[config.mk]
export PLATFORM = sky130hd
export DESIGN_NAME = issue_ctrl
export DESIGN_NICKNAME = d
export VERILOG_FILES = /design/src/rtl/issue_ctrl.sv
export SDC_FILE = /design/constraint.sdc
export NUM_CORES = 1
export LEC_CHECK = 0
export CAP_MARGIN = 15
export CORE_MARGIN = 5
export CORE_UTILIZATION = 55
export CTS_CLUSTER_DIAMETER = 80
export CTS_CLUSTER_SIZE = 8
export DETAILED_ROUTE_END_ITERATION = 10
export GPL_TIMING_DRIVEN = 0
export PLACE_DENSITY_LB_ADDON = 0.05
export REMOVE_ABC_BUFFERS = 1
export SETUP_SLACK_MARGIN = 0.2
export SYNTH_ARGS = -nofsm -noshare
export SYNTH_HDL_FRONTEND = slang
export SYNTH_SLANG_ARGS = --single-unit
[constraint.sdc]
create_clock -name clk_in -period 13.5 [get_ports clk_in]
set_clock_uncertainty 0.2 [all_clocks]
set_input_delay 2.025 -clock clk_in [delete_from_list [all_inputs] [get_ports clk_in]]
set_output_delay 2.025 -clock clk_in [all_outputs]
set_load 0.02 [all_outputs]
[src/rtl/issue_ctrl.sv]
// Issue-stage controller: buffers fetched instructions in a circular queue, feeds the
// queue head to the decoder and dispatches decoded instructions to the ROB plus RS or LSB.
module issue_ctrl #(
    parameter int IQ_DEPTH  = 8,
    parameter int ROB_TAG_W = 4,
    parameter int OPE_W     = 6
) (
    input  logic                 clk_in,
    input  logic                 rst_in,
    input  logic                 rdy_in,
    input  logic                 flush_in,
    input  logic                 if_valid_in,
    input  logic [31:0]          if_ins_in,
    input  logic [31:0]          if_pc_in,
    output logic                 iq_full_out,
    output logic [31:0]          dec_code_out,
    output logic [31:0]          dec_pc_out,
    input  logic [OPE_W-1:0]     dec_type_in,
    input  logic [4:0]           dec_rd_in,
    input  logic [4:0]           dec_rs1_in,
    input  logic [4:0]           dec_rs2_in,
    input  logic [31:0]          dec_imm_in,
    input  logic                 rob_full_in,
    input  logic                 rs_full_in,
    input  logic                 lsb_full_in,
    input  logic [ROB_TAG_W-1:0] rob_tag_in,
    output logic                 issue_rob_out,
    output logic                 issue_rs_out,
    output logic                 issue_lsb_out,
    output logic [OPE_W-1:0]     issue_type_out,
    output logic [31:0]          issue_pc_out,
    output logic [31:0]          issue_imm_out,
    output logic [4:0]           issue_rd_out,
    output logic [4:0]           issue_rs1_out,
    output logic [4:0]           issue_rs2_out,
    output logic [ROB_TAG_W-1:0] issue_tag_out
);

    localparam int PTR_W = $clog2(IQ_DEPTH);
    localparam logic [PTR_W:0]   FULL_CNT = (PTR_W + 1)'(IQ_DEPTH);
    localparam logic [PTR_W:0]   CNT_ONE  = (PTR_W + 1)'(1'b1);
    localparam logic [PTR_W-1:0] PTR_ONE  = PTR_W'(1'b1);

    // Decoder type codes LB..SW occupy one contiguous range (LB, LH, LW, LBU, LHU, SB, SH, SW).
    localparam logic [OPE_W-1:0] TYPE_LSB_LO = OPE_W'(6'd11);
    localparam logic [OPE_W-1:0] TYPE_LSB_HI = OPE_W'(6'd18);

    typedef enum logic [0:0] {
        ST_RUN   = 1'b0,
        ST_FLUSH = 1'b1
    } state_e;

    state_e             state_r;
    logic [PTR_W-1:0]   head_r;
    logic [PTR_W-1:0]   tail_r;
    logic [PTR_W:0]     count_r;
    logic [31:0]        word_mem_r [IQ_DEPTH];
    logic [31:0]        pc_mem_r   [IQ_DEPTH];

    logic run_s;
    logic enq_s;
    logic iss_s;
    logic is_lsb_s;
    logic is_rob_only_s;
    logic station_ok_s;

    assign iq_full_out  = (count_r == FULL_CNT);
    assign dec_code_out = word_mem_r[head_r];
    assign dec_pc_out   = pc_mem_r[head_r];

    // Classify the decoded head instruction and check that its target station has room.
    always_comb begin
        is_lsb_s      = 1'b0;
        is_rob_only_s = 1'b0;
        station_ok_s  = 1'b0;
        if (dec_type_in == '0) begin
            is_rob_only_s = 1'b1;
        end else if ((dec_type_in >= TYPE_LSB_LO) && (dec_type_in <= TYPE_LSB_HI)) begin
            is_lsb_s = 1'b1;
        end else begin
            is_lsb_s = 1'b0;
        end
        if (is_rob_only_s) begin
            station_ok_s = 1'b1;
        end else if (is_lsb_s) begin
            station_ok_s = !lsb_full_in;
        end else begin
            station_ok_s = !rs_full_in;
        end
    end

    // Enqueue/issue qualifiers; a flush cycle or a frozen pipeline does neither.
    always_comb begin
        run_s = rdy_in && (state_r == ST_RUN) && !flush_in;
        enq_s = 1'b0;
        iss_s = 1'b0;
        if (run_s) begin
            enq_s = if_valid_in && !iq_full_out;
            iss_s = (count_r != '0) && !rob_full_in && station_ok_s;
        end else begin
            enq_s = 1'b0;
            iss_s = 1'b0;
        end
    end

    // Queue storage; contents survive reset, only the pointers are cleared.
    always_ff @(posedge clk_in) begin
        if (enq_s && rst_in) begin
            word_mem_r[tail_r] <= if_ins_in;
            pc_mem_r[tail_r]   <= if_pc_in;
        end
    end

    // Control FSM with queue pointers and registered dispatch outputs.
    always_ff @(posedge clk_in or negedge rst_in) begin
        if (!rst_in) begin
            state_r        <= ST_RUN;
            head_r         <= '0;
            tail_r         <= '0;
            count_r        <= '0;
            issue_rob_out  <= 1'b0;
            issue_rs_out   <= 1'b0;
            issue_lsb_out  <= 1'b0;
            issue_type_out <= '0;
            issue_pc_out   <= 32'd0;
            issue_imm_out  <= 32'd0;
            issue_rd_out   <= 5'd0;
            issue_rs1_out  <= 5'd0;
            issue_rs2_out  <= 5'd0;
            issue_tag_out  <= '0;
        end else if (rdy_in) begin
            if (flush_in) begin
                state_r       <= ST_FLUSH;
                head_r        <= '0;
                tail_r        <= '0;
                count_r       <= '0;
                issue_rob_out <= 1'b0;
                issue_rs_out  <= 1'b0;
                issue_lsb_out <= 1'b0;
            end else begin
                case (state_r)
                    ST_RUN: begin
                        if (enq_s) begin
                            tail_r <= tail_r + PTR_ONE;
                        end
                        if (iss_s) begin
                            head_r         <= head_r + PTR_ONE;
                            issue_type_out <= dec_type_in;
                            issue_pc_out   <= dec_pc_out;
                            issue_imm_out  <= dec_imm_in;
                            issue_rd_out   <= dec_rd_in;
                            issue_rs1_out  <= dec_rs1_in;
                            issue_rs2_out  <= dec_rs2_in;
                            issue_tag_out  <= rob_tag_in;
                        end
                        case ({enq_s, iss_s})
                            2'b10:   count_r <= count_r + CNT_ONE;
                            2'b01:   count_r <= count_r - CNT_ONE;
                            default: count_r <= count_r;
                        endcase
                        issue_rob_out <= iss_s;
                        issue_rs_out  <= iss_s && !is_lsb_s && !is_rob_only_s;
                        issue_lsb_out <= iss_s && is_lsb_s;
                    end
                    ST_FLUSH: begin
                        state_r       <= ST_RUN;
                        issue_rob_out <= 1'b0;
                        issue_rs_out  <= 1'b0;
                        issue_lsb_out <= 1'b0;
                    end
                    default: begin
                        state_r       <= ST_RUN;
                        issue_rob_out <= 1'b0;
                        issue_rs_out  <= 1'b0;
                        issue_lsb_out <= 1'b0;
                    end
                endcase
            end
        end
    end

endmodule

==> flow_summary.html, run 1 <==
<table>
<tr><th>Metric</th><th>Value</th></tr>
<tr><th colspan="2">Clock tree</th></tr>
<tr><td>CTS buffer count</td><td>86</td></tr>
<tr><td>Resize count post-CTS</td><td>0</td></tr>
<tr><td>Level count of the clock H-tree</td><td>3</td></tr>
<tr><td>Insertion delay of the later-clocked pin in the worst-skew pair</td><td>0.59 ns</td></tr>
<tr><td># Post-CTS Setup Buffers</td><td>0</td></tr>
<tr><td>CTS sink count</td><td>~600</td></tr>
<tr><td>TritonCTS clock tree</td><td>done</td></tr>
<tr><td>Clock transition at path regs</td><td>about 0.050 ns</td></tr>
<tr><td>Largest buffer count on any clock path</td><td>3</td></tr>
<tr><td>Clk Tree Root Cell</td><td>sky130_fd_sc_hd__clkbuf_16</td></tr>
<tr><td>Hold buffers post-CTS</td><td>0</td></tr>
<tr><th colspan="2">Worst setup path</th></tr>
<tr><td>Highest net fanout along the worst path</td><td>44</td></tr>
<tr><td>Type of the worst setup path</td><td>reg2out</td></tr>
<tr><td>Critical path endpoint category</td><td>primary output</td></tr>
<tr><td>Reg2reg path depth</td><td>8</td></tr>
<tr><td>Required time at the endpoint of the critical path</td><td>11.27 ns</td></tr>
<tr><td>WP data arrival</td><td>3.45 ns</td></tr>
<tr><td>Type of element launching the critical path</td><td>flip-flop</td></tr>
<tr><th colspan="2">Floorplan</th></tr>
<tr><td>Starting utilization of the core area</td><td>55.6%</td></tr>
<tr><td>Number of standard-cell rows in the floorplan</td><td>75</td></tr>
<tr><td>Area inside the core boundary</td><td>41900 um2</td></tr>
<tr><td>DIE AREA</td><td>46700 um2</td></tr>
<tr><td>Die span in y</td><td>216 um</td></tr>
<tr><td>Number of top-level pins</td><td>286</td></tr>
<tr><td>Overall die width</td><td>216 um</td></tr>
<tr><th colspan="2">Final layout</th></tr>
<tr><td>Area taken by flip-flops and latches</td><td>about 18000 um2</td></tr>
<tr><td>Area taken by multi-input logic gates</td><td>5190 um2</td></tr>
<tr><td>Fraction of layout instances using a drive strength above 1</td><td>31.7%</td></tr>
<tr><td>Layout Cells excl Fill</td><td>2026</td></tr>
<tr><td>Net count of the finished layout</td><td>1574</td></tr>
<tr><td>Number of antenna cells inserted</td><td>0</td></tr>
<tr><td>Number of inserted filler cells in the final layout</td><td>2576</td></tr>
<tr><td>Synthesis-to-finish area growth</td><td>29.0%</td></tr>
<tr><th colspan="2">Synth</th></tr>
<tr><td>Synthesized-area fraction occupied by xor and xnor cells</td><td>0.113%</td></tr>
<tr><td>Share of cell area taken by muxes after synthesis</td><td>19.8%</td></tr>
<tr><td>Number of synthesized flops with an enable pin</td><td>512</td></tr>
<tr><td>Post-synthesis simple-gate area fraction</td><td>1.02%</td></tr>
<tr><td>Predominant post-synthesis flop cell</td><td>sky130_fd_sc_hd__edfxtp_1</td></tr>
<tr><td>Warning count from the yosys run</td><td>0</td></tr>
<tr><td>Area share of the leading cell type in the synthesized netlist</td><td>around two thirds</td></tr>
<tr><td>Flops &amp; latches, synth</td><td>615</td></tr>
<tr><td>Average cell area after synthesis</td><td>roughly 23 um2</td></tr>
<tr><td>Netlist area before placement</td><td>23300 um2</td></tr>
<tr><td>Combinational family with the most area after synthesis</td><td>multiplexers</td></tr>
<tr><td>Mapped Cells</td><td>1033</td></tr>
<tr><td>Leading cell types by total area after synthesis</td><td>sky130_fd_sc_hd__edfxtp_1 66%, sky130_fd_sc_hd__mux4_2 12%, sky130_fd_sc_hd__dfrtp_1 11%, sky130_fd_sc_hd__mux2_2 7.3%, sky130_fd_sc_hd__buf_2 0.41%</td></tr>
<tr><td>Async SR Flop Fraction</td><td>16.7%</td></tr>
<tr><td>Sequential share of the synthesized area</td><td>~77%</td></tr>
<tr><td>Post-synthesis adder-cell area fraction</td><td>less than 1%</td></tr>
<tr><td>Fraction of the mapped netlist area in compound gates</td><td>0.783%</td></tr>
<tr><td>Distinct cell type count after synthesis</td><td>39</td></tr>
<tr><td>Most area-hungry cell type in the Yosys netlist</td><td>sky130_fd_sc_hd__edfxtp_1</td></tr>
<tr><th colspan="2">Drt</th></tr>
<tr><td>Uppermost layer routed</td><td>met5</td></tr>
<tr><td>Drc violations</td><td>0</td></tr>
<tr><td>Vias per cell</td><td>5.66</td></tr>
<tr><td>Amount of wire on met3 after detailed routing</td><td>3.27 mm</td></tr>
<tr><td>Detailed-router iteration count before antenna repair</td><td>5</td></tr>
<tr><td>Remaining number of nets flagged by the antenna check after routing</td><td>0</td></tr>
<tr><td>Met2 Wirelength</td><td>approximately 23 mm</td></tr>
<tr><td>Total routed wirelength</td><td>48.7 mm</td></tr>
<tr><td>Iteration-0 DRC Markers</td><td>between 700 and 800</td></tr>
<tr><td>Wire length on met1</td><td>21.4 mm</td></tr>
<tr><td>Via total after detailed routing</td><td>roughly 11000</td></tr>
<tr><td>Routed len/inst</td><td>24.1 um</td></tr>
<tr><th colspan="2">STA</th></tr>
<tr><td>Time the worst path needs with I/O delays and setup</td><td>5.67 ns</td></tr>
<tr><td>WHS</td><td>slightly below 0.3 ns</td></tr>
<tr><td>Setup repair after global routing missed its margin</td><td>no</td></tr>
<tr><td>Transition time at the pin with the least slew margin</td><td>0.957 ns</td></tr>
<tr><td>Period utilization</td><td>42.0%</td></tr>
<tr><td>Final setup margin</td><td>about 8 ns</td></tr>
<tr><td>Maximum clock frequency</td><td>176 MHz</td></tr>
<tr><td>Final sum of negative setup slack</td><td>0 ns</td></tr>
<tr><td>Count of final hold-check violations</td><td>0</td></tr>
<tr><td>Number of endpoints failing setup at the final stage</td><td>0</td></tr>
<tr><td>Relative slew slack</td><td>35.7%</td></tr>
<tr><td>Number of max-slew violations in the final report</td><td>0</td></tr>
<tr><th colspan="2">GRT</th></tr>
<tr><td>Global route total overflow</td><td>0</td></tr>
<tr><td>Largest net degree at the start of global routing</td><td>67</td></tr>
<tr><td>Global-route wire length before repair</td><td>75.3 mm</td></tr>
<tr><td>Global Route Usage Sum</td><td>21.2%</td></tr>
<tr><td>Via count of the first global-routing pass</td><td>12188</td></tr>
<tr><td>Initial antenna violation count</td><td>5</td></tr>
<tr><th colspan="2">Pwr</th></tr>
<tr><td>IR drop worst, VDD</td><td>~0.00011 V</td></tr>
<tr><td>Power density relative to cell area</td><td>169 nW/um2</td></tr>
<tr><td>Static power due to leakage</td><td>10.3 nW</td></tr>
<tr><th colspan="2">Placement</th></tr>
<tr><td>IO Port Bufs</td><td>285</td></tr>
<tr><td>Number of placed instances with taps included</td><td>1891</td></tr>
<tr><td>DP HPWL</td><td>32.8 mm</td></tr>
<tr><td>DP Worst Slack</td><td>7.64 ns</td></tr>
<tr><td>Final RePlAce weighted congestion</td><td>~0.73</td></tr>
<tr><th colspan="2">Status</th></tr>
<tr><td>Result of the run</td><td>finished clean</td></tr>
<tr><th colspan="2">Min path</th></tr>
<tr><td>Min-Delay Path Depth</td><td>2</td></tr>
<tr><td>Tightest Hold Check Type</td><td>reg2reg</td></tr>
<tr><th colspan="2">Job</th></tr>
<tr><td>Count of max-cap constraint violations</td><td>0</td></tr>
</table>
[logic make-up (layout without fill, tap and decap cells)]
logic type | count (synthesis) | in the layout
adder cells (fa/ha/maj) | 5 | 5
multiplexers | 283 | 283
XOR/XNOR | 3 | 3
AO/OA/AOI/OAI | 23 | 23
flip-flops | 615 | 615
buffers and inverters | 56 | 510
AND/OR/NAND/NOR | 48 | 48
[critical path: stages (launching register included)]
cell	delay, ns
sky130_fd_sc_hd__dfrtp_4	0.72
sky130_fd_sc_hd__buf_16	0.33
sky130_fd_sc_hd__buf_16	0.34
sky130_fd_sc_hd__mux4_2	0.56
sky130_fd_sc_hd__mux2_2	0.29
sky130_fd_sc_hd__clkdlybuf4s50_1	0.56
[cell usage after synthesis, drive strengths merged, types with 5 or more instances]
library cell,instances
o21ai,6
inv,8
mux4,128
nand3,8
mux2,152
dfrtp,103
buf,25
nand2,17
clkbuf,23
edfxtp,512
a21oi,6
nor3,5
nor2,5
[layout make-up]
type | count | area share (%)
clock inverter | 4 | 0.141
multi-input combinational | 362 | 17.2
sequential | 615 | 59.6
inverter | 8 | 0.0997
tap | 539 | 2.24
timing repair buffer | 367 | 12.8
clock buffer | 131 | 7.85
[power breakdown]
part | switching, mW | internal, mW
clock network | 0.723 | 1.19
registers | 0.0765 | 2.20
logic | 0.412 | 0.491
[sequential cells by signal, indices dropped and copies added, names as in the netlist]
signal and flops:
issue_rs_out 1, issue_pc_out 32, count_r 4, issue_rob_out 1
issue_type_out 6, issue_rs1_out 5, issue_rs2_out 5, issue_rd_out 5
tail_r 3, word_mem_r 256, issue_imm_out 32, pc_mem_r 256
issue_tag_out 4, head_r 3, state_r 1, issue_lsb_out 1
[through the flow]
stage	util, %	instance area (um2)	total power [mW]
6_report	71.8	30100	5.09
4_1_cts	71.8	30100	5.15
2_1_floorplan	-	23100	2.80
3_3_place_gp	63.5	26700	3.24
5_1_grt	71.8	30100	5.30
3_5_place_dp	66.1	27700	3.23
[routing by layer]
layer  up-vias  GRT usage, %
met3        74          6.03
met1      5956          30.6
met2       341          33.0
met4        10          5.30
met5         -             0
li1       5085             -
[cells in the final DEF (no fill, tap or decap), drive strengths merged, types with 3 or more instances in the layout]
cell | synthesis | layout
edfxtp | 512 | 512
clkdlybuf4s50 | 0 | 284
mux2 | 152 | 152
clkbuf | 23 | 131
mux4 | 128 | 128
dfrtp | 103 | 103
buf | 25 | 83
nand2 | 17 | 17
inv | 8 | 11
nand3 | 8 | 8
o21ai | 6 | 6
a21oi | 6 | 6
nor2 | 5 | 5
nor3 | 5 | 5
nand2b | 4 | 4
ha | 4 | 4
mux2i | 3 | 3
and3 | 3 | 3
nor4 | 3 | 3
[path summary, 6_finish.rpt]
check / start / to / slack [ns]
max in group asynchronous: rst_in / issue_pc_out[11]$_DFFE_PN0P_ / 11.10
min in group asynchronous: rst_in / issue_imm_out[17]$_DFFE_PN0P_ / 1.25
setup reg to reg: state_r$_DFFE_PN0P_ / word_mem_r[0][6]$_DFFE_PP_ / 10.02
setup / recovery: head_r[0]$_DFFE_PN0P_ / dec_code_out[22] / 7.83
hold / removal: issue_type_out[5]$_DFFE_PN0P_ / issue_type_out[5]$_DFFE_PN0P_ / 0.29
hold reg to reg: issue_type_out[5]$_DFFE_PN0P_ / issue_type_out[5]$_DFFE_PN0P_ / 0.29
No activity file was read; power rests on OpenSTA's default activity.
==> run 2, diff against run 1 <==
--- a/config.mk
+++ b/config.mk
@@ -7,7 +7,7 @@
 export LEC_CHECK = 0
 export CAP_MARGIN = 15
 export CORE_MARGIN = 5
-export CORE_UTILIZATION = 55
+export CORE_UTILIZATION = 50
 export CTS_CLUSTER_DIAMETER = 80
 export CTS_CLUSTER_SIZE = 8
 export DETAILED_ROUTE_END_ITERATION = 10
==> constraint.sdc (replaced) <==
create_clock -name clk_in -period 4.9 [get_ports clk_in]
set_clock_uncertainty 0.2 [all_clocks]
set_input_delay 0.735 -clock clk_in [delete_from_list [all_inputs] [get_ports clk_in]]
set_output_delay 0.735 -clock clk_in [all_outputs]
set_load 0.02 [all_outputs]
==> flow_summary.html, run 2 (same netlist as run 1, synthesis figures left out) <==
<table>
<tr><th>Metric</th><th>Value</th></tr>
<tr><th colspan="2">Drt</th></tr>
<tr><td>Uppermost layer routed</td><td>met5 (unchanged)</td></tr>
<tr><td>Vias per cell</td><td>5.45 (was 5.66)</td></tr>
<tr><td>Remaining number of nets flagged by the antenna check after routing</td><td>0 (unchanged)</td></tr>
<tr><td>Iteration-0 DRC Markers</td><td>711 (was 746)</td></tr>
<tr><td>Total routed wirelength</td><td>49.0 mm (was 48.7 mm)</td></tr>
<tr><td>Met2 Wirelength</td><td>22.9 mm (was 23.2 mm)</td></tr>
<tr><td>Amount of wire on met3 after detailed routing</td><td>3.47 mm (was 3.27 mm)</td></tr>
<tr><td>Via total after detailed routing</td><td>11498 (was 11466)</td></tr>
<tr><td>Drc violations</td><td>0 (unchanged)</td></tr>
<tr><td>Detailed-router iteration count before antenna repair</td><td>5 (unchanged)</td></tr>
<tr><td>Wire length on met1</td><td>21.8 mm (was 21.4 mm)</td></tr>
<tr><td>Routed len/inst</td><td>23.2 um (was 24.1 um)</td></tr>
<tr><th colspan="2">STA</th></tr>
<tr><td>Count of final hold-check violations</td><td>0 (unchanged)</td></tr>
<tr><td>Number of max-slew violations in the final report</td><td>0 (unchanged)</td></tr>
<tr><td>Transition time at the pin with the least slew margin</td><td>0.886 ns (was 0.957 ns)</td></tr>
<tr><td>Number of endpoints failing setup at the final stage</td><td>0 (unchanged)</td></tr>
<tr><td>Period utilization</td><td>88.5%</td></tr>
<tr><td>Time the worst path needs with I/O delays and setup</td><td>4.33 ns</td></tr>
<tr><td>Setup repair after global routing missed its margin</td><td>no (unchanged)</td></tr>
<tr><td>Final sum of negative setup slack</td><td>0 ns (unchanged)</td></tr>
<tr><td>Relative slew slack</td><td>40.6% (was 35.7%)</td></tr>
<tr><td>Maximum clock frequency</td><td>~230 MHz</td></tr>
<tr><td>Final setup margin</td><td>0.566 ns (was 7.83 ns)</td></tr>
<tr><th colspan="2">Clock tree</th></tr>
<tr><td>CTS sink count</td><td>615 (unchanged)</td></tr>
<tr><td>Largest buffer count on any clock path</td><td>3 (unchanged)</td></tr>
<tr><td>Insertion delay of the later-clocked pin in the worst-skew pair</td><td>0.59 ns (about the same)</td></tr>
<tr><td>Resize count post-CTS</td><td>0 (unchanged)</td></tr>
<tr><td>Clk Tree Root Cell</td><td>sky130_fd_sc_hd__clkbuf_16 (unchanged)</td></tr>
<tr><td>Clock transition at path regs</td><td>0.05 ns (about the same)</td></tr>
<tr><td># Post-CTS Setup Buffers</td><td>0 (unchanged)</td></tr>
<tr><td>Level count of the clock H-tree</td><td>3 (unchanged)</td></tr>
<tr><td>CTS buffer count</td><td>86 (unchanged)</td></tr>
<tr><td>TritonCTS clock tree</td><td>done (unchanged)</td></tr>
<tr><th colspan="2">Final layout</th></tr>
<tr><td>Top flop regs</td><td>pc_mem_r x256, word_mem_r x256 (unchanged)</td></tr>
<tr><td>Number of antenna cells inserted</td><td>0 (unchanged)</td></tr>
<tr><td>Commonest cells after routing, fill and taps aside</td><td>512 x sky130_fd_sc_hd__edfxtp_1, 284 x sky130_fd_sc_hd__clkdlybuf4s50_1, 152 x sky130_fd_sc_hd__mux2_2 (unchanged)</td></tr>
<tr><td>Net count of the finished layout</td><td>1573 (was 1574)</td></tr>
<tr><td>Synthesis-to-finish area growth</td><td>29.6% (was 29.0%)</td></tr>
<tr><td>Most frequent standard cell in the layout excluding fill and tap cells</td><td>sky130_fd_sc_hd__edfxtp_1 (unchanged)</td></tr>
<tr><td>Fraction of layout instances using a drive strength above 1</td><td>31.4% (was 31.7%)</td></tr>
<tr><th colspan="2">GRT</th></tr>
<tr><td>Global-route wire length before repair</td><td>75.0 mm (was 75.3 mm)</td></tr>
<tr><td>Global Route Usage Sum</td><td>19.4% (was 21.2%)</td></tr>
<tr><td>Via count of the first global-routing pass</td><td>12225 (was 12188)</td></tr>
<tr><td>Global route total overflow</td><td>0 (unchanged)</td></tr>
<tr><td>Largest net degree at the start of global routing</td><td>66 (was 67)</td></tr>
<tr><td>Initial antenna violation count</td><td>3 (was 5)</td></tr>
<tr><th colspan="2">Placement</th></tr>
<tr><td>DP Worst Slack</td><td>0.463 ns (was 7.64 ns)</td></tr>
<tr><td>Final RePlAce weighted congestion</td><td>0.739 (was 0.733)</td></tr>
<tr><td>IO Port Bufs</td><td>285 (unchanged)</td></tr>
<tr><td>DP HPWL</td><td>32.4 mm (was 32.8 mm)</td></tr>
<tr><th colspan="2">Job</th></tr>
<tr><td>Count of max-cap constraint violations</td><td>0 (unchanged)</td></tr>
<tr><th colspan="2">Status</th></tr>
<tr><td>Result of the run</td><td>finished clean (unchanged)</td></tr>
<tr><th colspan="2">Worst setup path</th></tr>
<tr><td>Required time at the endpoint of the critical path</td><td>3.96 ns (was 11.27 ns)</td></tr>
<tr><td>Internal reg-to-reg setup slack</td><td>1.57 ns (was 10.02 ns)</td></tr>
<tr><td>End point of the critical path</td><td>dec_pc_out[21] (was dec_code_out[22])</td></tr>
<tr><td>Type of element launching the critical path</td><td>flip-flop (unchanged)</td></tr>
<tr><td>Start of the worst register-to-register path</td><td>state_r$_DFFE_PN0P_ (unchanged)</td></tr>
<tr><td>Highest net fanout along the worst path</td><td>47 (was 44)</td></tr>
<tr><td>Critical path endpoint category</td><td>primary output (unchanged)</td></tr>
<tr><td>Reg2reg path depth</td><td>8 (unchanged)</td></tr>
<tr><td>WP data arrival</td><td>3.40 ns (was 3.45 ns)</td></tr>
<tr><td>Type of the worst setup path</td><td>reg2out (unchanged)</td></tr>
<tr><td>Worst r2r dst</td><td>pc_mem_r[0][14]$_DFFE_PP_ (was word_mem_r[0][6]$_DFFE_PP_)</td></tr>
<tr><td>Start point of the critical path</td><td>head_r[1]$_DFFE_PN0P_ (was head_r[0]$_DFFE_PN0P_)</td></tr>
<tr><th colspan="2">Pwr</th></tr>
<tr><td>IR drop worst, VDD</td><td>0.000415 V (was 0.000107 V)</td></tr>
<tr><td>Static power due to leakage</td><td>10.3 nW (about the same)</td></tr>
<tr><td>Power density relative to cell area</td><td>468 nW/um2 (was 169 nW/um2)</td></tr>
<tr><th colspan="2">Min path</th></tr>
<tr><td>Min-Delay Path Depth</td><td>2 (unchanged)</td></tr>
<tr><td>Tightest Hold Check Type</td><td>reg2reg (unchanged)</td></tr>
<tr><th colspan="2">Floorplan</th></tr>
<tr><td>Starting utilization of the core area</td><td>50.3% (was 55.6%)</td></tr>
<tr><td>DIE AREA</td><td>51100 um2 (was 46700 um2)</td></tr>
<tr><td>Overall die width</td><td>226 um (was 216 um)</td></tr>
<tr><td>Number of standard-cell rows in the floorplan</td><td>79 (was 75)</td></tr>
<tr><td>Number of top-level pins</td><td>286 (unchanged)</td></tr>
<tr><td>Die span in y</td><td>226 um (was 216 um)</td></tr>
<tr><td>Area inside the core boundary</td><td>46400 um2 (was 41900 um2)</td></tr>
</table>
==> run 2: cell count changes in the layout (fill, tap and decap cells not counted) <==
cell,before,now
sky130_fd_sc_hd__buf_12,3,2
sky130_fd_sc_hd__buf_16,8,9
sky130_fd_sc_hd__buf_4,29,33
sky130_fd_sc_hd__buf_6,37,32
sky130_fd_sc_hd__buf_8,6,5
sky130_fd_sc_hd__clkbuf_1,43,57
sky130_fd_sc_hd__clkbuf_16,88,89
sky130_fd_sc_hd__clkinv_8,1,0
sky130_fd_sc_hd__dlygate4sd3_1,0,1
sky130_fd_sc_hd__inv_6,3,4
==> run 2: layout make-up <==
cell class,instances,area (um2)
clock inverter,4,35.0
sequential,615,18000
multi-input combinational,362,5190
tap,607,759
inverter,8,30.0
clock buffer,146,2440
fill,3201,16100
timing repair buffer,366,3820
==> run 2: per-stage QoR <==
step | cells | total power, mW | hold slack, ns | instance area, um2 | utilization, %
final | 2108 | 14.1 | 0.283 | 30200 | 65.2
after global routing | 2108 | 14.8 | 0.304 | 30200 | 65.2
after CTS | 2108 | 14.3 | 0.284 | 30200 | 65.2
after detailed placement | 1957 | 8.90 | 0.274 | 27800 | 59.9
after global placement | 1877 | 8.95 | 0.266 | 26700 | 57.7
after floorplan | 985 | 7.72 | 0.239 | 23100 | -
==> run 2: how the worst min path moves through the flow <==
stage | to | startpoint | slack (ns)
after floorplan | count_r[0]$_DFFE_PN0P_ | rst_in | 0.24
after global placement | issue_type_out[5]$_DFFE_PN0P_ | issue_type_out[5]$_DFFE_PN0P_ | 0.27
after detailed placement | issue_type_out[5]$_DFFE_PN0P_ | issue_type_out[5]$_DFFE_PN0P_ | 0.27
after CTS | issue_type_out[5]$_DFFE_PN0P_ | issue_type_out[5]$_DFFE_PN0P_ | 0.28
after global routing | issue_pc_out[31]$_DFFE_PN0P_ | issue_pc_out[31]$_DFFE_PN0P_ | 0.30
final | issue_type_out[5]$_DFFE_PN0P_ | issue_type_out[5]$_DFFE_PN0P_ | 0.28
==> run 2: worst max-delay path, cell delays in order (launching register included) <==
cell                              delay [ns]
sky130_fd_sc_hd__dfrtp_4                0.89
sky130_fd_sc_hd__buf_16                 0.32
sky130_fd_sc_hd__buf_16                 0.25
sky130_fd_sc_hd__mux4_2                 0.35
sky130_fd_sc_hd__mux2_2                 0.29
sky130_fd_sc_hd__clkdlybuf4s50_1        0.61
==> run 2: repair_timing <==
item                                    in CTS  in global routing
endpoints found under the setup margin       0                  0
hold buffers                                 1                  0
hold endpoints to repair                    39                  0
==> run 2: power breakdown <==
group | leakage (nW) | internal, mW | switching (mW)
sequential | 5.91 | 6.06 | 0.208
combinational | 3.19 | 1.35 | 1.14
clock | 1.18 | 3.35 | 2.04
total | 10.3 | 10.8 | 3.38
==> run 2: layer usage <==
metal / vias up / GRT usage, %
met5: - / 0
met4: 6 / 5.45
met3: 58 / 5.30
met2: 328 / 29.7
met1: 6012 / 28.1
li1: 5094 / -
